### src/rtl/count_match_pkg.sv
// Shared types and constants for the count/match controller.
// State encoding, default widths and holdoff timer sizing.
package count_match_pkg;

    typedef enum logic [1:0] {
        ST_IDLE    = 2'd0,
        ST_ARMED   = 2'd1,
        ST_HOLDOFF = 2'd2,
        ST_FAULT   = 2'd3
    } state_t;

    localparam int DEF_DATA_WIDTH      = 32;
    localparam int DEF_MATCH_CNT_WIDTH = 16;
    localparam int DEF_HOLDOFF_CYCLES  = 8;

    // Timer must be able to hold the value HOLDOFF_CYCLES itself.
    function automatic int holdoff_timer_width(input int cycles);
        return (cycles < 1) ? 1 : $clog2(cycles + 1);
    endfunction

endpackage

### src/rtl/match_event_counter.sv
// Saturating event counter with synchronous active-high reset.
// Sticks at all-ones once reached.
module match_event_counter #(
    parameter int WIDTH = 16
) (
    input  logic             clock,
    input  logic             i_reset,
    input  logic             i_inc,
    output logic [WIDTH-1:0] o_count
);

    // Count increment requests, holding at the maximum value.
    always_ff @(posedge clock) begin
        if (i_reset) begin
            o_count <= '0;
        end else if (i_inc && (o_count != '1)) begin
            o_count <= o_count + 1'b1;
        end
    end

endmodule

### src/rtl/count_match_ctrl.sv
// Compare-and-clear controller for a free-running event counter.
// Pulses a clear on limit match, waits for zero, re-arms or faults.
module count_match_ctrl
    import count_match_pkg::*;
#(
    parameter int DATA_WIDTH      = DEF_DATA_WIDTH,
    parameter int MATCH_CNT_WIDTH = DEF_MATCH_CNT_WIDTH,
    parameter int HOLDOFF_CYCLES  = DEF_HOLDOFF_CYCLES
) (
    input  logic                       clock,
    input  logic                       i_reset,
    input  logic [DATA_WIDTH-1:0]      i_count_data,
    input  logic [DATA_WIDTH-1:0]      i_limit,
    input  logic                       i_load,
    input  logic                       i_enable,
    input  logic                       i_clear_fault,
    output logic                       o_comp_reset,
    output logic                       o_match,
    output logic [MATCH_CNT_WIDTH-1:0] o_match_count,
    output logic                       o_cfg_err,
    output logic                       o_fault,
    output logic                       o_armed
);

    localparam int TW = holdoff_timer_width(HOLDOFF_CYCLES);
    localparam logic [TW-1:0] HOLD_MAX = TW'(HOLDOFF_CYCLES);

    state_t                state;
    state_t                state_next;
    logic [DATA_WIDTH-1:0] limit;
    logic [TW-1:0]         timer;
    logic [TW-1:0]         timer_next;
    logic                  pulse_next;
    logic                  load_ok;

    assign load_ok = i_load && (state != ST_FAULT);

    // Limit register; a zero limit is rejected and flagged instead.
    always_ff @(posedge clock) begin
        if (i_reset) begin
            limit     <= '0;
            o_cfg_err <= 1'b0;
        end else if (load_ok) begin
            if (i_limit != '0) begin
                limit     <= i_limit;
                o_cfg_err <= 1'b0;
            end else begin
                o_cfg_err <= 1'b1;
            end
        end
    end

    // Next-state, holdoff timer and clear-pulse decision.
    always_comb begin
        state_next = state;
        timer_next = timer;
        pulse_next = 1'b0;
        unique case (state)
            ST_IDLE: begin
                if (i_enable && (limit != '0)) begin
                    state_next = ST_ARMED;
                end
            end
            ST_ARMED: begin
                if (!i_enable) begin
                    state_next = ST_IDLE;
                end else if (i_count_data >= limit) begin
                    state_next = ST_HOLDOFF;
                    timer_next = '0;
                    pulse_next = 1'b1;
                end
            end
            ST_HOLDOFF: begin
                if (i_count_data == '0) begin
                    state_next = i_enable ? ST_ARMED : ST_IDLE;
                end else if (timer == HOLD_MAX) begin
                    state_next = ST_FAULT;
                end else begin
                    timer_next = timer + 1'b1;
                end
            end
            ST_FAULT: begin
                if (i_clear_fault) begin
                    state_next = ST_IDLE;
                end
            end
            default: begin
                state_next = ST_IDLE;
            end
        endcase
    end

    // State, timer and registered status outputs.
    always_ff @(posedge clock) begin
        if (i_reset) begin
            state        <= ST_IDLE;
            timer        <= '0;
            o_comp_reset <= 1'b0;
            o_match      <= 1'b0;
            o_fault      <= 1'b0;
            o_armed      <= 1'b0;
        end else begin
            state        <= state_next;
            timer        <= timer_next;
            o_comp_reset <= pulse_next;
            o_match      <= pulse_next;
            o_fault      <= (state_next == ST_FAULT);
            o_armed      <= (state_next == ST_ARMED);
        end
    end

    match_event_counter #(
        .WIDTH (MATCH_CNT_WIDTH)
    ) u_match_cnt (
        .clock   (clock),
        .i_reset (i_reset),
        .i_inc   (pulse_next),
        .o_count (o_match_count)
    );

endmodule
### config.mk
export PLATFORM = sky130hd
export DESIGN_NAME = count_match_ctrl
export DESIGN_NICKNAME = d
export VERILOG_FILES = /design/src/rtl/count_match_pkg.sv /design/src/rtl/match_event_counter.sv /design/src/rtl/count_match_ctrl.sv
export SDC_FILE = /design/constraint.sdc
export NUM_CORES = 1
export LEC_CHECK = 0
export ABC_AREA = 1
export ABC_CLOCK_PERIOD_IN_PS = 4400
export CAP_MARGIN = 25
export CORE_ASPECT_RATIO = 0.7
export CORE_MARGIN = 5
export CORE_UTILIZATION = 45
export CTS_CLUSTER_SIZE = 16
export DETAILED_ROUTE_END_ITERATION = 6
export GPL_TIMING_DRIVEN = 0
export PLACE_DENSITY = 0.82
export SLEW_MARGIN = 20
export SYNTH_ARGS = -nofsm -noshare
export SYNTH_HDL_FRONTEND = slang
export SYNTH_SLANG_ARGS = --single-unit
### constraint.sdc
create_clock -name clock -period 4.4 [get_ports clock]
set_input_delay 0.88 -clock clock [delete_from_list [all_inputs] [get_ports clock]]
set_output_delay 0.88 -clock clock [all_outputs]
set_load 0.01 [all_outputs]
* Yosys cells after proc, flatten, opt, wreduce, memory -nomap -nowiden
Index checks and enable logic that the tools add are counted.
** Cells by class
- $add $sub $neg :: 2
- Order comparisons :: 1
- Equality and inequality tests :: 12
- Mux-type cells :: 17
- Reductions and logical operators :: 10
** Operators by type and width (number)
- $reduce_bool A32 Y1 :: 2
- $ge A32 B32 Y1 :: 1
- $logic_not A32 Y1 :: 1
- $add A16 B1 Y16 const B :: 1
- $mux W4 :: 4
- $ne A16 B16 Y1 const B :: 1
- $mux W2 :: 6
- $ne A2 B2 Y1 const B :: 5
- $pmux W2 S4 :: 1
- $pmux W4 S2 :: 1
- $eq A2 B2 Y1 const B :: 3
- $mux W1 :: 5
- $reduce_and A5 Y1 :: 1
- $add A4 B1 Y4 const B :: 1
- $eq A2 B1 Y1 const B :: 2
- $eq A4 B4 Y1 const B :: 1
- $logic_and A1 B1 Y1 :: 3
- $logic_not A2 Y1 :: 1
- $reduce_and A2 Y1 :: 1
- $reduce_bool A2 Y1 :: 1
** Word-level totals
- Bits in registers :: 58
- Input port bits :: 69
- Output and inout port bits :: 21
- Logic and storage cells :: 50

* Depth between registers and ports, before layout
Gate-level depths: netlist (run 1).
- Word-level depth :: 5
- Mapped depth :: 19
- Depth with buffers taken out :: 19

* By module
From an unflattened synthesis (run 1), not the netlist that was laid out.
** Unflattened totals
- Cells, all modules :: 527
- Area, all modules :: 3567.2 um^2
** Modules (own cells, without submodules)
- count_match_ctrl :: times used 1, cells each 378, area an instance 2637.5 um^2, seq. area each 840.8 um^2
- match_event_counter :: times used 1, cells each 149, area an instance 929.6 um^2, seq. area each 320.3 um^2

* Worst setup path before layout (run 1)
Ideal clock, no wire load.
- Path type :: input-to-reg
- Start point :: input port i_count_data[23]
- End point :: register timer[1]
- Setup time :: 0.112 ns
- Arrival time :: 2.178 ns
- Data required time :: 4.288 ns
- Path slack :: 2.109 ns
- Stages :: 12
- Path buffers :: 0
- Cell sequence :: ha_1 -> a21oi_1 -> o21a_1 -> nand2_1 -> a21oi_1 -> nand2_2 -> nand2_1 -> nand2_1 -> nand2_1 -> nand2_1 -> nand2_1 -> nor2_1
** Between the ends
- Word-level cells in the longest chain between the ends :: 3
- Elaborated cells on any way between the ends :: 5
- Those cells by class :: order compare (1); eq/ne (2); reduce/logical (2)
** Ends and longest elaborated chain
- start: declaration :: RTL line count_match_ctrl.sv:12 : input logic [DATA_WIDTH-1:0] i_count_data,
- $ge A32 B32 Y1 or $logic_not A32 Y1 (tied branches) :: RTL line count_match_ctrl.sv:67, count_match_ctrl.sv:74
- $ne A2 B2 Y1 (no source line)
- $reduce_and A5 Y1 (no source line) *
- end signal: assignment :: RTL line count_match_ctrl.sv:104 : timer <= timer_next;
- end: declaration :: RTL line count_match_ctrl.sv:31 : logic [TW-1:0] timer;
Every way passes the cells marked *; elsewhere a longest branch is shown, timed or not.
A chain may end at the register's enable or synchronous reset.

* Final worst setup path (run 1)
- Start point :: input port i_count_data[21]
- End point :: register timer[2]
The elaborated chain is that of the path after synthesis.

==> results.cfg, run 1 <==
[yosys]
yosysTopAreaCell = dfxtp_1
synth_compound_area_frac = 0.1578
netlist_instances = 499
muxShareOfSynthArea = 0
ys.warnings.count = 0
synthSimpleGateAreaFrac = 0.2674
synth_xor_area_frac = 0.03689
synth_top_family_by_area = simple AND/OR/NAND/NOR gates
netlist_area_sq_um = 3561
syn_nets = 603
synthAdderAreaFrac = 0.1230
synth_area_leaders = dfxtp_1 (33%), ha_1 (12%), a21oi_1 (9.3%)
netlist.area_leader.share = 0.3261
syn_avg_cell_area_sq_um = 7.136
yosysUniqueCellTypes = 32
ys_seq_area_frac = 0.3261
ys_ff_latch = 58

[global_route]
grt_pass1_vias = 3714
grt_overflow_total = 0
grt_max_degree = 11
antenna_found_initial = 0
grt_use_total = 0.2179
grt_pass1_wl_um = 17340

[place]
dp_cells = 689
hpwl_um = 8278
placed_cell_area_sq_um = 4578
place_congestion = 0.9523
io_buffers = 89
post-place-ws_ps = 1269

[timing]
final.setup.tns_ps = 0
fin_worst_skew_ps = 7.308
worst_slack_ps = 1545
post-route-period-util = 0.6488
setup_viol_count_final = 0
worst_slew_pin_slew_ps = 538.1
maxSlewViolCount = 0
hold_viol = 0
timing.fmax_mhz = 350.3
slew-limit-headroom = 0.6413
rsz0062_at_grt = no
period_needed_ps = 2855

[outcome]
status = finished, final reports clean

[clock_tree]
cts_max_path_buffers = 2
clockRootBuffer = clkbuf_16
h-tree-depth = 3
cts_buffers = 9
clk_latency_ps = 330
cts_sinks = 58
cts_setup_buffers = 0
hold_buffers = 0
clk_pin_slew_ps = 50
cts_tree = yes
cts_resized = 0

[die]
core_sq_um = 7804
die_area_sq_um = 9820
die_width_um = 116.3
die-height_um = 84.43
ios = 90
start_util = 0.4563
fp-row-count = 27

[critical_path]
max_stage_delay_ps = 450
reg2regPathDepth = 12
crit_fanout = 7
slowest_stage = clkdlybuf4s50_1
path_cells = clkdlybuf4s50_1, ha_1, a21oi_1, o21a_1, nand2_1, a21oi_1, nand2_2, nand2_1, nand2_1, nand2_1, nand2_1, a21oi_1
arrival_ps = 3100
worst_setup_path_start_kind = input port
r2r_slack_ps = 2170
crit_path_frequent_cell = nand2_1
path_buf_inv = 1
endpoint_kind = flop
worstSetupPathType = in2reg
cp_top_family = simple AND/OR/NAND/NOR gates
cp.depth = 12
cp_data_required_time_ps = 4650

[final_layout]
area_delta_synth_final_pct = 37.17
drive_gt1_frac = 0.06457
final_area_sq_um = 4885
insertedDiodeCount = 0
nNetsFinal = 703
finalNonFillerCells = 705
fillCellCount = 677

[drt]
ant_nets = 0
drtIter0Drc = 254
drcViolationCount = 0
routed_wl_um = 10390
wl_per_cell_um = 14.74
drt_first_pass_iters = 4
via_count = 3788
via_per_inst = 5.373

[worst_hold_path]
hp-class = reg2reg
whs_path_depth = 2

[run]
cap_violations = 0

[power]
p_leak_nw = 1.943
power_density_nw_per_um2 = 323.7
ir_worst_vdd_uv = 212.6
==> tightest hold or removal path, cell delays in order (launching register included) <==
cell and delay [ps]:
dfxtp_1 310, inv_1 70, a21oi_1 60
==> metal layers <==
metal / GRT usage / part of all wire
met5: 0 / 0
met4: 0.06744 / 0.020
met3: 0.04899 / 0.058
met2: 0.3437 / 0.47
met1: 0.2953 / 0.46
==> sequential cells by signal (all words and copies together) (netlist names) <==
name,flops
o_cfg_err,1
timer,4
limit,32
state,2
o_match,1
o_armed,1
o_fault,1
u_match_cnt.o_count,16
==> report_power, final <==
group / leakage, nW / switching [mW] / internal (mW)
Combinational: 1.32 / 0.160 / 0.138
Sequential: 0.477 / 0.0184 / 0.557
Clock: 0.145 / 0.241 / 0.467
==> cells in the mapped netlist <==
cell       n
nand2_2    2
nor3_2     1
xor2_1     9
nor2_1    49
a31oi_1    1
nor4_1    19
buf_4      4
buf_6      1
nand3_1    9
nand3_4    1
o21ai_1   35
or2_1      2
xnor2_1    6
ha_1      35
nor3_4     1
nand4_2    1
a21oi_1   66
o21ai_0    7
and2_1     1
inv_1     55
inv_2      6
nor2_2     2
buf_1      1
clkbuf_1   6
nand3b_1   1
dfxtp_1   58
buf_2      4
nand3_2    1
nand2_1   85
o21a_1     2
nand4_1   22
nor3_1     6
==> placed cells by master (no fill, tap or decap), types with 4 or more instances in the layout <==
cell             Yosys  final
clkdlybuf4s50_1      0     89
nand2_1             85     85
a21oi_1             66     66
dfxtp_1             58     58
inv_1               55     55
nor2_1              49     49
o21ai_1             35     35
ha_1                35     35
nand4_1             22     22
nor4_1              19     19
nand3_1              9      9
xor2_1               9      9
clkbuf_16            0      9
o21ai_0              7      7
clkbuf_1             6      7
inv_2                6      6
nor3_1               6      6
xnor2_1              6      6
buf_2                4      4
buf_4                4      4
==> per-stage QoR <==
stage	power (mW)	util	hold slack, ps
finish	1.581	0.6259	481.5
detailed placement	0.8784	0.5867	473.0
global placement	0.8635	0.5867	469.1
global route	1.655	0.6259	516.0
floorplan	0.7462	-	447.3
CTS	1.582	0.6259	484.1
==> logic make-up after synthesis <==
family | after synthesis
AO/OA/AOI/OAI | 111
flip-flops | 58
AND/OR/NAND/NOR | 203
buffers and inverters | 77
XOR/XNOR | 15
adder cells (fa/ha/maj) | 35
==> layout make-up <==
type                    instances  area (sq um)  share of cell area
plain buffers                  16         87.58             0.01793
clock buffers                  12         256.5             0.05251
clock inverters                 4         50.05             0.01025
inverters                      61         229.0             0.04688
multi-input cells             364          2083              0.4265
flip-flops and latches         58          1161              0.2377
well taps                     101         126.4             0.02587
repair buffers                 89         890.9              0.1824
==> path summary, 6_finish.rpt <==
path,to,startpoint
max,timer[2]$_SDFFE_PP0P_,i_count_data[21]
min,limit[28]$_SDFFE_PP0P_,limit[28]$_SDFFE_PP0P_
max reg2reg,timer[2]$_SDFFE_PP0P_,limit[23]$_SDFFE_PP0P_
min reg2reg,limit[28]$_SDFFE_PP0P_,limit[28]$_SDFFE_PP0P_
(Power assumes the default switching activity.)
==> run 2: changes to the inputs <==
ABC_CLOCK_PERIOD_IN_PS = 2400   (was 4400)
PLACE_DENSITY = 0.85   (was 0.82)
clock period = 2.4 ns   (was 4.4 ns; I/O delays follow)
==> results.cfg, run 2 (synthesis gave the netlist of run 1 again) <==
[drt]
routed_wl_um = 11030
via_count = 3873
ant_nets = 0
drtIter0Drc = 263
wl_per_cell_um = 15.51
drt_first_pass_iters = 7
via_per_inst = 5.447
drcViolationCount = 0

[clock_tree]
clk_pin_slew_ps = 50
clk_latency_ps = 320
cts_tree = yes
cts_buffers = 9
h-tree-depth = 3
cts_sinks = 58
clockRootBuffer = clkbuf_16
hold_buffers = 0
cts_max_path_buffers = 2

[timing]
setup_viol_count_final = 0
rsz0062_at_grt = yes
maxSlewViolCount = 0
worst_slew_pin_slew_ps = 673.4
slew-limit-headroom = 0.5486
whs_ps = 479.9
post-route-period-util = 0.9733
hold_viol = 0
period_needed_ps = 2336
timing.fmax_mhz = 428.1
fin_worst_skew_ps = 6.095

[worst_hold_path]
hp-class = reg2reg
whs_path_depth = 2
min_to = limit[29]$_SDFFE_PP0P_
min_from = limit[29]$_SDFFE_PP0P_

[critical_path]
r2r-start = u_match_cnt.o_count[1]$_SDFFE_PP0P_
cp_data_required_time_ps = 2580
endpoint_kind = flop
r2r_end = u_match_cnt.o_count[10]$_SDFFE_PP0P_
reg2regPathDepth = 9
crit_fanout = 7
worstSetupPathType = in2reg
r2r_slack_ps = 240
worst_setup_path_start_kind = input port
arrival_ps = 2510

[die]
core_sq_um = 7804
die_area_sq_um = 9820
die_width_um = 116.3
fp-row-count = 27
start_util = 0.4563
ios = 90
die-height_um = 84.43

[place]
hpwl_um = 8505
io_buffers = 89
place_congestion = 0.9596

[final_layout]
reg.largest.list = limit (32), u_match_cnt.o_count (16), timer (4)
multi_input_area_sq_um = 2133
nNetsFinal = 709
largest_reg_flops = 32
insertedDiodeCount = 0
seq_area_sq_um = 1161
final_cell_mix = clkdlybuf4s50_1 (88), nand2_1 (82), a21oi_1 (62), dfxtp_1 (58), inv_1 (55)
fillCellCount = 626
area_delta_synth_final_pct = 40.37
drive_gt1_frac = 0.08689
top_register = limit
final_common_cell = clkdlybuf4s50_1

[global_route]
grt_pass1_vias = 3836
grt_overflow_total = 0
grt_max_degree = 11
antenna_found_initial = 0
grt_pass1_wl_um = 17320
grt_use_total = 0.2169

[power]
power_density_nw_per_um2 = 584.9
p_leak_nw = 1.989
power.total_mw = 2.924
ir_worst_vdd_uv = 393.0

[outcome]
status = finished, final reports clean

[run]
cap_violations = 0
run 2: power breakdown:
group          total, mW  switching [mW]  leakage (nW)  internal (mW)
combinational      0.578           0.306          1.37          0.272
clock               1.29           0.434         0.145          0.857
sequential          1.05          0.0343         0.477           1.02
run 2: cell type report:
class                      instances  share of cell area
timing repair buffer              94              0.1897
tap                              101             0.02528
buffer                            16             0.01877
clock buffer                      12             0.05131
clock inverter                     4             0.01001
sequential                        58              0.2323
multi-input combinational        365              0.4268
inverter                          61             0.04581
run 2: worst max path at each step:
stage	from	to	slack, ps	cells after the start
after floorplan	i_count_data[23]	timer[1]$_SDFFE_PP0P_	510	12
after global placement	i_count_data[0]	u_match_cnt.o_count[2]$_SDFFE_PP0P_	-250	15
after detailed placement	i_count_data[29]	timer[3]$_SDFFE_PP0P_	-370	12
after CTS	i_count_data[0]	timer[3]$_SDFFE_PP0P_	20	16
after global routing	i_count_data[0]	u_match_cnt.o_count[15]$_SDFFE_PP0P_	-10	15
final	i_count_data[0]	u_match_cnt.o_count[14]$_SDFFE_PP0P_	60	15
run 2: worst max-delay path, cell delays in order:
cell             delay [ps]
clkdlybuf4s50_1         480
inv_1                    50
ha_1                    280
nand4_1                 140
nor2_1                  120
nor2_1                   50
nand2_1                  50
nand2_1                  50
nand2_1                 120
nand2_2                  90
nand2_4                 130
nand3_4                 130
buf_4                   210
nand2_1                  60
a21oi_1                  70
run 2: routing by layer:
metal  share of wire  wire length, um  GRT usage
met2            0.47             5207     0.3629
met4           0.023              259    0.07376
met1            0.43             4763     0.2771
met5               0                0          0
met3           0.072              799    0.04323
run 2: metrics by stage:
step	util	TNS, ps	std cells	setup slack (ps)	instance area (sq um)
detailed placement	0.5867	-7267	689	-374.2	4578
finish	0.6405	0	711	64.15	4999
global placement	0.5867	-4356	689	-246.8	4578
floorplan	-	0	499	509.1	3561
global route	0.6405	-12.27	711	-12.27	4999
CTS	0.6271	0	705	24.57	4893
run 2: what timing repair did:
action,4_1_cts,5_1_grt
setup buffers,0,4
gates resized for setup,2,11
pin swaps,0,1
endpoints found under the setup margin,1,17
gates cloned,0,2
